### config.mk
export PLATFORM = sky130hd
export DESIGN_NAME = axi4lite_sub_regfile
export DESIGN_NICKNAME = d
export VERILOG_FILES = /design/src/rtl/axi4lite_pkg.sv /design/src/rtl/axi4lite_sub_regfile.sv
export SDC_FILE = /design/constraint.sdc
export NUM_CORES = 1
export LEC_CHECK = 0
export CORE_ASPECT_RATIO = 2
export CORE_MARGIN = 2
export CORE_UTILIZATION = 40
export DETAILED_ROUTE_END_ITERATION = 10
export HOLD_SLACK_MARGIN = 0.02
export PLACE_DENSITY = 0.66
export SETUP_SLACK_MARGIN = 0.2
export SLEW_MARGIN = 25
export SYNTH_ARGS = -nofsm -noshare
export SYNTH_HDL_FRONTEND = slang
export SYNTH_SLANG_ARGS = --single-unit
export TNS_END_PERCENT = 1
### constraint.sdc
create_clock -name S_AXI_ACLK -period 24 [get_ports S_AXI_ACLK]
set_input_delay 2.4 -clock S_AXI_ACLK [delete_from_list [all_inputs] [get_ports S_AXI_ACLK]]
set_output_delay 2.4 -clock S_AXI_ACLK [all_outputs]
set_load 0.01 [all_outputs]
### src/rtl/axi4lite_pkg.sv
`default_nettype none
// ============================================================================
// Module      : axi4lite_pkg
// Description : Shared AXI4-Lite response codes and FSM state encodings for
//               the subordinate register file.
// Revision    : 1.0 - initial release
// ============================================================================
package axi4lite_pkg;

    // AXI response codes
    localparam logic [1:0] c_RESP_OKAY   = 2'b00;
    localparam logic [1:0] c_RESP_SLVERR = 2'b10;

    // Write FSM: idle, one of AW/W captured, response pending
    localparam logic [1:0] c_W_IDLE = 2'd0;
    localparam logic [1:0] c_W_WAIT = 2'd1;
    localparam logic [1:0] c_W_RESP = 2'd2;

    // Read FSM: idle, read data pending
    localparam logic [0:0] c_R_IDLE = 1'b0;
    localparam logic [0:0] c_R_DATA = 1'b1;

endpackage : axi4lite_pkg
`default_nettype wire

### src/rtl/axi4lite_sub_regfile.sv
`default_nettype none
// ============================================================================
// Module      : axi4lite_sub_regfile
// Description : AXI4-Lite subordinate with byte-strobed 32-bit registers,
//               flat register export, per-word write pulses and a read-only
//               ID word at the top address.
// Revision    : 1.0 - initial release
// ============================================================================
module axi4lite_sub_regfile
    import axi4lite_pkg::*;
#(
    parameter int                            C_S_AXI_ADDR_WIDTH = 6,
    parameter int                            C_S_AXI_DATA_WIDTH = 32,
    parameter logic [C_S_AXI_DATA_WIDTH-1:0] ID_VALUE           = 32'h4553_0465,
    parameter bit                            WREADY_HOLD        = 1'b1
) (
    input  logic                                  S_AXI_ACLK,
    input  logic                                  S_AXI_ARESET,
    input  logic [C_S_AXI_ADDR_WIDTH-1:0]         S_AXI_AWADDR,
    input  logic                                  S_AXI_AWVALID,
    output logic                                  S_AXI_AWREADY,
    input  logic [C_S_AXI_DATA_WIDTH-1:0]         S_AXI_WDATA,
    input  logic [C_S_AXI_DATA_WIDTH/8-1:0]       S_AXI_WSTRB,
    input  logic                                  S_AXI_WVALID,
    output logic                                  S_AXI_WREADY,
    output logic [1:0]                            S_AXI_BRESP,
    output logic                                  S_AXI_BVALID,
    input  logic                                  S_AXI_BREADY,
    input  logic [C_S_AXI_ADDR_WIDTH-1:0]         S_AXI_ARADDR,
    input  logic                                  S_AXI_ARVALID,
    output logic                                  S_AXI_ARREADY,
    output logic [C_S_AXI_DATA_WIDTH-1:0]         S_AXI_RDATA,
    output logic [1:0]                            S_AXI_RRESP,
    output logic                                  S_AXI_RVALID,
    input  logic                                  S_AXI_RREADY,
    output logic [(2**(C_S_AXI_ADDR_WIDTH-2))*C_S_AXI_DATA_WIDTH-1:0] reg_out,
    output logic [2**(C_S_AXI_ADDR_WIDTH-2)-1:0]  reg_wr_stb
);

    localparam int c_DW       = C_S_AXI_DATA_WIDTH;
    localparam int c_IDX_W    = C_S_AXI_ADDR_WIDTH - 2;
    localparam int c_NUM_REGS = 2 ** c_IDX_W;

    // Writable storage excludes the ID word, which is a pure constant
    logic [c_DW-1:0]          r_regs  [c_NUM_REGS-1];
    logic [c_DW-1:0]          w_words [c_NUM_REGS];
    logic [c_NUM_REGS-1:0]    r_wr_stb;

    // Write channel state
    logic [1:0]               r_wstate, w_wstate_nxt;
    logic                     r_awready, r_wready, r_bvalid;
    logic                     w_awready_nxt, w_wready_nxt;
    logic [1:0]               r_bresp;
    logic [c_IDX_W-1:0]       r_aw_idx;
    logic [c_DW-1:0]          r_wdata;
    logic [c_DW/8-1:0]        r_wstrb;
    logic                     w_aw_hs, w_w_hs, w_cap_aw, w_cap_w, w_commit;
    logic                     w_commit_is_id;
    logic [c_IDX_W-1:0]       w_commit_idx;
    logic [c_DW-1:0]          w_commit_data;
    logic [c_DW/8-1:0]        w_commit_strb;

    // Read channel state
    logic [0:0]               r_rstate, w_rstate_nxt;
    logic                     r_arready, r_rvalid, w_ar_hs;
    logic [c_DW-1:0]          r_rdata;

    // Byte offset bits carry no meaning for word-aligned registers
    logic w_unused_addr_lsbs;
    assign w_unused_addr_lsbs = ^{S_AXI_AWADDR[1:0], S_AXI_ARADDR[1:0]};

    for (genvar gi = 0; gi < c_NUM_REGS - 1; gi++) begin : g_words
        assign w_words[gi] = r_regs[gi];
    end
    assign w_words[c_NUM_REGS-1] = ID_VALUE;

    for (genvar gi = 0; gi < c_NUM_REGS; gi++) begin : g_reg_out
        assign reg_out[gi*c_DW +: c_DW] = w_words[gi];
    end

    // W beats offered while the response is pending must not be consumed
    assign w_aw_hs = S_AXI_AWVALID && r_awready;
    assign w_w_hs  = S_AXI_WVALID && r_wready && (r_wstate != c_W_RESP);
    assign w_ar_hs = S_AXI_ARVALID && r_arready;

    // Write FSM next state, capture/commit decisions and next readies
    always_comb begin
        w_wstate_nxt  = r_wstate;
        w_cap_aw      = 1'b0;
        w_cap_w       = 1'b0;
        w_commit      = 1'b0;
        w_commit_idx  = r_aw_idx;
        w_commit_data = r_wdata;
        w_commit_strb = r_wstrb;
        case (r_wstate)
            c_W_IDLE: begin
                if (w_aw_hs && w_w_hs) begin
                    w_commit      = 1'b1;
                    w_commit_idx  = S_AXI_AWADDR[C_S_AXI_ADDR_WIDTH-1:2];
                    w_commit_data = S_AXI_WDATA;
                    w_commit_strb = S_AXI_WSTRB;
                    w_wstate_nxt  = c_W_RESP;
                end else if (w_aw_hs) begin
                    w_cap_aw     = 1'b1;
                    w_wstate_nxt = c_W_WAIT;
                end else if (w_w_hs) begin
                    w_cap_w      = 1'b1;
                    w_wstate_nxt = c_W_WAIT;
                end
            end
            c_W_WAIT: begin
                // The captured channel is the one whose ready is low
                if (!r_awready && w_w_hs) begin
                    w_commit      = 1'b1;
                    w_commit_data = S_AXI_WDATA;
                    w_commit_strb = S_AXI_WSTRB;
                    w_wstate_nxt  = c_W_RESP;
                end else if (!r_wready && w_aw_hs) begin
                    w_commit     = 1'b1;
                    w_commit_idx = S_AXI_AWADDR[C_S_AXI_ADDR_WIDTH-1:2];
                    w_wstate_nxt = c_W_RESP;
                end
            end
            c_W_RESP: begin
                if (r_bvalid && S_AXI_BREADY) w_wstate_nxt = c_W_IDLE;
            end
            default: w_wstate_nxt = c_W_IDLE;
        endcase

        w_awready_nxt = 1'b1;
        w_wready_nxt  = 1'b1;
        case (w_wstate_nxt)
            c_W_WAIT: begin
                w_awready_nxt = (r_wstate == c_W_IDLE) ? !w_cap_aw : r_awready;
                w_wready_nxt  = (r_wstate == c_W_IDLE) ? !w_cap_w  : r_wready;
            end
            c_W_RESP: begin
                w_awready_nxt = 1'b0;
                w_wready_nxt  = WREADY_HOLD;
            end
            default: ;
        endcase
    end

    assign w_commit_is_id = (w_commit_idx == c_IDX_W'(c_NUM_REGS - 1));

    // Write FSM state, readies, captured beat and response
    always_ff @(posedge S_AXI_ACLK or posedge S_AXI_ARESET) begin
        if (S_AXI_ARESET) begin
            r_wstate  <= c_W_IDLE;
            r_awready <= 1'b0;
            r_wready  <= 1'b0;
            r_bvalid  <= 1'b0;
            r_bresp   <= c_RESP_OKAY;
            r_aw_idx  <= '0;
            r_wdata   <= '0;
            r_wstrb   <= '0;
        end else begin
            r_wstate  <= w_wstate_nxt;
            r_awready <= w_awready_nxt;
            r_wready  <= w_wready_nxt;
            r_bvalid  <= (w_wstate_nxt == c_W_RESP);
            if (w_cap_aw) r_aw_idx <= S_AXI_AWADDR[C_S_AXI_ADDR_WIDTH-1:2];
            if (w_cap_w) begin
                r_wdata <= S_AXI_WDATA;
                r_wstrb <= S_AXI_WSTRB;
            end
            if (w_commit) r_bresp <= w_commit_is_id ? c_RESP_SLVERR : c_RESP_OKAY;
        end
    end

    // Register array byte-enable update and write pulse generation
    always_ff @(posedge S_AXI_ACLK or posedge S_AXI_ARESET) begin
        if (S_AXI_ARESET) begin
            for (int i = 0; i < c_NUM_REGS - 1; i++) r_regs[i] <= '0;
            r_wr_stb <= '0;
        end else begin
            r_wr_stb <= '0;
            if (w_commit && !w_commit_is_id) begin
                for (int b = 0; b < c_DW / 8; b++) begin
                    if (w_commit_strb[b]) r_regs[w_commit_idx][8*b +: 8] <= w_commit_data[8*b +: 8];
                end
                r_wr_stb[w_commit_idx] <= 1'b1;
            end
        end
    end

    // Read FSM next state
    always_comb begin
        w_rstate_nxt = r_rstate;
        case (r_rstate)
            c_R_IDLE: if (w_ar_hs) w_rstate_nxt = c_R_DATA;
            c_R_DATA: if (r_rvalid && S_AXI_RREADY) w_rstate_nxt = c_R_IDLE;
            default:  w_rstate_nxt = c_R_IDLE;
        endcase
    end

    // Read FSM state, ready/valid and captured read data (pre-write value)
    always_ff @(posedge S_AXI_ACLK or posedge S_AXI_ARESET) begin
        if (S_AXI_ARESET) begin
            r_rstate  <= c_R_IDLE;
            r_arready <= 1'b0;
            r_rvalid  <= 1'b0;
            r_rdata   <= '0;
        end else begin
            r_rstate  <= w_rstate_nxt;
            r_arready <= (w_rstate_nxt == c_R_IDLE);
            r_rvalid  <= (w_rstate_nxt == c_R_DATA);
            if (w_ar_hs) r_rdata <= w_words[S_AXI_ARADDR[C_S_AXI_ADDR_WIDTH-1:2]];
        end
    end

    assign S_AXI_AWREADY = r_awready;
    assign S_AXI_WREADY  = r_wready;
    assign S_AXI_BVALID  = r_bvalid;
    assign S_AXI_BRESP   = r_bresp;
    assign S_AXI_ARREADY = r_arready;
    assign S_AXI_RVALID  = r_rvalid;
    assign S_AXI_RDATA   = r_rdata;
    assign S_AXI_RRESP   = c_RESP_OKAY;
    assign reg_wr_stb    = r_wr_stb;

endmodule : axi4lite_sub_regfile
`default_nettype wire

==> results.tsv, run 1 <==
metric	value	unit
yosysSeqAreaShare	53.6	%
clk_pin_slew	60	ps
yosys.cell_types.count	44	
synthMuxAreaShare	34.5	%
cts_max_path_buffers	3	
port_buffers	584	
grt_pass1_vias	19600	
clk_latency	600	ps
relSlewSlack	25.0	%
start_util	40.4	%
drv_cap	0	
cp-start-kind	input port	
ctsHoldBuffers	0	
drc_errors	0	
gp_congestion	0.871	
cp-end-kind	async pin	
ys_async_sr_fraction	100	%
power-per-cell-area	126	nW/um^2
syn2layout_area_growth	32.0	%
slew_violations	0	
route.antenna.remaining_nets	0	
r2r_start	r_wstate[0]$_DFF_PP0_	
avgSynthCellArea	14.5	um^2
grt_setup_unrepaired	false	
first_pass_iters	5	
viasPerCell	5.57	
ioPinCount	624	
power.total	4.46	mW
worstPathArrival	6480	ps
grt_overflow	0	
cts_buffers	54	
synthSimpleGateAreaFrac	5.64	%
grt.total_usage	27.1	%
hold_viol_final	0	
synth-compound-area-share	3.17	%
final_cell_mix	clkdlybuf4s50_1 (580), dfrtp_1 (576), mux2_2 (575)	
synth-seq-cells	576	
cts.sinks	576	
cts_resized	0	
vias	18600	
status	finished, final reports clean	
utilization	53.3	%
hp-start	S_AXI_RDATA[25]$_DFFE_PP0P_	
leakagePower	15.8	nW
fmaxAchievable	172	MHz
synth_edf_count	0	
skew	9.87	ps
drive_above_1_share	35.1	%
cts_tree	done	
die_w	187	um
dpl_worst_slack	16800	ps
ys_warn_count	0	
crit_required	24650	ps
place_hpwl	66800	um
cts_root_buf	clkbuf_16	
synth_area	26900	um^2
antenna_found_initial	3	
fin_crit_sh	24.3	%
layout.nets	2465	
timing.setup.tns	0	ps
synth_top_family_by_area	multiplexers	
yosys.area_share.xor_xnor	0	%
postCtsSetupBuffers	0	
synth_fa_ha_area_share	0	%
dieArea	69500	um^2
critPathLaunch	S_AXI_ARESET	
grt_pass1_wl	138000	um
timing.final.ws_setup	18170	ps
synthFlopType	dfrtp_1	
layout_min_cycle_time	5830	ps
drt-total-wl	95100	um
ir_worst_vdd	81.9	uV
wl_per_cell	28.5	um
num_rows	134	
worst_pin_slew	1120	ps
critPathMaxFanout	113	
drtIter0Drc	995	
core	66600	um^2
fp.dieH	371	um
mostFrequentLayoutCell	clkdlybuf4s50_1	
crit_type	in -> async	
hp-class	reg -> reg	
cts_max_level	2	
setup_viol	0	
grt_start_max_net_pins	114	
synthCells	1856	
==> critical path, cell delays in order <==
cell             delay, ps
clkdlybuf4s50_1        490
inv_8                  540
buf_4                  710
buf_4                  800
buf_6                  630
buf_6                  650
==> final timing paths <==
| path | end | slack (ps) | cells past startpoint |
|---|---|---|---|
| max in group S_AXI_ACLK | reg_out[144]$_DFFE_PP0P_ | 18450 | 6 |
| hold / removal | S_AXI_RDATA[25]$_DFFE_PP0P_ | 480 | 2 |
| setup / recovery | S_AXI_RDATA[30]$_DFFE_PP0P_ | 18170 | 6 |
| setup reg to reg | reg_out[144]$_DFFE_PP0P_ | 20300 | 5 |
| hold reg to reg | S_AXI_RDATA[25]$_DFFE_PP0P_ | 480 | 2 |
| min in group asynchronous | reg_out[55]$_DFFE_PP0P_ | 2320 | 2 |
==> Yosys cell counts, types with 2 or more instances <==
cell type / number / area share, %
a21boi_0: 4 / 0.11
or4_1: 4 / 0.11
nor3_2: 4 / 0.15
conb_1: 2 / 0.028
or2_2: 22 / 0.51
o21ai_0: 41 / 0.76
nand2_1: 61 / 0.85
mux4_2: 88 / 7.4
a22o_1: 4 / 0.13
a21oi_1: 16 / 0.30
nor3_1: 9 / 0.17
nand2b_1: 8 / 0.19
nor2b_1: 13 / 0.30
mux2i_1: 68 / 2.5
o221ai_1: 12 / 0.39
buf_4: 37 / 1.0
nor4_4: 16 / 1.3
o211ai_1: 21 / 0.59
nand3b_1: 6 / 0.17
buf_6: 2 / 0.084
nand4_1: 20 / 0.47
inv_1: 11 / 0.15
mux2_1: 5 / 0.21
buf_1: 28 / 0.39
a22oi_1: 4 / 0.11
dfrtp_1: 576 / 54
a31oi_1: 25 / 0.58
clkbuf_1: 82 / 1.1
buf_2: 13 / 0.24
nor4_2: 14 / 0.65
nor2_1: 43 / 0.60
nand3_1: 7 / 0.13
mux2_2: 575 / 24
mux2i_2: 5 / 0.26
==> area by class of cell <==
| cell class | instances | area [um^2] |
|---|---|---|
| Antenna cell | 1 | 2.50 |
| Clock buffer | 79 | 1560 |
| Clock inverter | 16 | 150 |
| Fill cell | 5650 | 31100 |
| Inverter | 11 | 48.8 |
| Multi-Input combinational cell | 1141 | 12000 |
| Sequential cell | 576 | 14400 |
| Tap cell | 884 | 1110 |
| Timing Repair Buffer | 626 | 6220 |
==> stage by stage <==
stage                     cell area [um^2]  cells  hold slack, ps
final                                35500   3334             481
after global routing                 35500   3334             506
after CTS                            35400   3327             485
after detailed placement             33700   3232             471
after global placement               33600   3227             466
after floorplan                      27000   1890             475
==> kinds of logic (layout without fill, tap and decap cells) <==
kind of cell | after synthesis | after routing
AOI/OAI and AO/OA | 133 | 133
buffers and inverters | 173 | 732
DFF | 576 | 576
muxes | 742 | 742
other | 2 | 37
and+or+nand+nor | 230 | 230
==> power breakdown <==
group | switching [mW] | total (mW) | internal [mW]
Clock | 0.387 | 0.857 | 0.470
Sequential | 0.303 | 1.64 | 1.34
Combinational | 0.920 | 1.96 | 1.04
==> metal layers <==
layer | up-vias | wire length (um) | share of wire (%) | track usage, %
met5 | - | 30 | 0.032 | 0
met4 | 4 | 4290 | 4.5 | 12.0
met3 | 185 | 6790 | 7.1 | 6.93
met2 | 761 | 48200 | 51 | 47.6
met1 | 9720 | 35800 | 38 | 30.9
li1 | 7894 | - | - | -
==> sequential cells by signal, summed over array words and instances, names as in the netlist <==
register and flops:
reg_out 480, S_AXI_RDATA 32, r_wdata 32, reg_wr_stb 16
r_aw_idx 4, r_wstrb 4, r_wstate 2, S_AXI_ARREADY 1
S_AXI_AWREADY 1, S_AXI_BRESP 1, S_AXI_BVALID 1, S_AXI_RVALID 1
S_AXI_WREADY 1
Note: power is estimated with default switching activity, not from simulation.
==> run 2: changes to the inputs <==
Settings changed: PLACE_DENSITY 0.66 to 0.69.
Clock period 24 ns to 5.14 ns, I/O delays scaled along.
==> results.tsv, run 2 (same netlist as run 1, synthesis figures left out) <==
metric	value	unit	change
p_seq_share	37.0	%	+0.2 points
worstPathArrival	4210	ps	-2270 ps
fmaxAchievable	268	MHz	
timing.reg2reg.setup_slack	1410	ps	-18890 ps
cts_max_level	2		unchanged
layout_min_cycle_time	3730	ps	
cp-start-kind	input port		
slew_violations	0		unchanged
critPathMaxFanout	28		-75%
crit_required	5620	ps	-19030 ps
viasPerCell	5.61		+0.71%
crit_type	in -> reg		
postCtsSetupBuffers	0		unchanged
fin_crit_sh	72.6	%	
layout.area.seq	14400	um^2	unchanged
final_cell_mix	clkdlybuf4s50_1 (580), dfrtp_1 (576), mux2_2 (575)		
core	66600	um^2	unchanged
ctsHoldBuffers	0		unchanged
drc_errors	0		unchanged
multi_input_area	12000	um^2	about the same
setup_viol	0		unchanged
reg2reg_depth	5		unchanged
swShare	35.9	%	-0.15 points
cp-end-kind	register		
grt_setup_unrepaired	false		
leakagePower	15.8	nW	+0.36%
grt_pass1_vias	19800		+1.2%
relSlewSlack	25.3	%	+0.38 points
num_rows	134		unchanged
drv_cap	0		unchanged
route.antenna.remaining_nets	0		unchanged
hp-class	in -> async		
cts_root_buf	clkbuf_16		
hold_viol_final	0		unchanged
grt.total_usage	27.1	%	+0.059 points
cts_buffers	51		-5.6%
syn2layout_area_growth	32.4	%	
r2r_end	reg_out[24]$_DFFE_PP0P_		
start_util	40.4	%	unchanged
first_pass_iters	5		unchanged
antenna_found_initial	8		+5
clk_pin_slew	70	ps	about the same
die_w	187	um	unchanged
clockPowerShare	19.0	%	-0.2 points
power-per-cell-area	584	nW/um^2	+360%
dpl_worst_slack	812	ps	-15990 ps
cts_max_path_buffers	3		unchanged
switchingPower	7.47	mW	+360%
timing.final.ws_setup	1410	ps	-16760 ps
dieArea	69500	um^2	unchanged
p_comb_share	44.0	%	about the same
place_hpwl	66900	um	+0.23%
status	finished, final reports clean		
power.internal	13.3	mW	+370%
fp.dieH	371	um	unchanged
grt_pass1_wl	138000	um	-0.12%
utilization	53.5	%	+0.17 points
drt-total-wl	95600	um	+0.50%
gp_congestion	0.853		-2.1%
grt_overflow	0		unchanged
drtIter0Drc	1005		+1.0%
clk_latency	610	ps	about the same
mostFrequentLayoutCell	clkdlybuf4s50_1		
port_buffers	584		unchanged
skew	28.0	ps	+18.1 ps
cts_tree	done		
drive_above_1_share	35.3	%	+0.19 points
cts_resized	0		unchanged
grt_start_max_net_pins	146		+28%
wl_per_cell	28.6	um	+0.26%
largest_reg_flops	480		unchanged
vias	18700		+0.95%
r2r_start	r_wstate[0]$_DFF_PP0_		
worst_pin_slew	1110	ps	-5.61 ps
n_fill_cell	5589		-1.1%
cts.sinks	576		unchanged
layout.nets	2470		+0.20%
ir_worst_vdd	390	uV	+380%
ioPinCount	624		unchanged
run 2: power groups by stage:
stage / Clock, mW / Combinational (mW) / Sequential (mW)
finish: 3.95 / 9.13 / 7.69
global route: 4.20 / 9.64 / 7.90
CTS: 4.05 / 9.19 / 7.68
detailed placement: 0 / 9.15 / 7.75
global placement: 0 / 8.99 / 7.62
floorplan: 0 / 3.79 / 8.05
run 2: layer usage:
metal	up-vias	global-route usage (%)	share of wire, %
li1	7918	-	-
met1	9820	31.0	37
met2	795	47.0	50
met3	201	7.12	7.4
met4	6	13.2	5.0
met5	-	0	0.042
run 2: critical path: stages:
cell and delay [ps]:
clkdlybuf4s50_1 590, nand3b_1 220, a21oi_1 380, o21a_1 780
nand4_1 1080, mux2_2 630
run 2: area by class of cell:
cell class	count	area share (%)
Antenna cell	5	0.0351
Tap cell	884	3.11
Clock buffer	77	4.28
Multi-Input combinational cell	1141	33.7
Clock inverter	14	0.464
Inverter	11	0.127
Sequential cell	576	40.5
Timing Repair Buffer	634	17.8
run 2: how the worst max path moves through the flow:
stage	startpoint	end	slack, ps	cells after the start
2_1_floorplan	S_AXI_ARESET	S_AXI_ARREADY$_DFF_PP0_	-3220	1
3_3_place_gp	S_AXI_AWVALID	reg_out[23]$_DFFE_PP0P_	920	7
3_5_place_dp	S_AXI_AWVALID	reg_out[24]$_DFFE_PP0P_	810	6
4_1_cts	r_wstate[0]$_DFF_PP0_	reg_out[24]$_DFFE_PP0P_	1400	5
5_1_grt	r_wstate[0]$_DFF_PP0_	reg_out[29]$_DFFE_PP0P_	1180	5
6_report	S_AXI_AWVALID	reg_out[24]$_DFFE_PP0P_	1410	6
run 2: stage by stage:
| step | cell area [um^2] | hold slack [ps] | power [mW] | setup TNS (ps) | cells |
|---|---|---|---|---|---|
| 2_1_floorplan | 27000 | 475 | 11.8 | -1855600 | 1890 |
| 3_3_place_gp | 33900 | 465 | 16.6 | 0 | 3244 |
| 3_5_place_dp | 33900 | 469 | 16.9 | 0 | 3246 |
| 4_1_cts | 35600 | 439 | 20.9 | 0 | 3337 |
| 5_1_grt | 35600 | 502 | 21.7 | 0 | 3342 |
| 6_report | 35600 | 446 | 20.8 | 0 | 3342 |
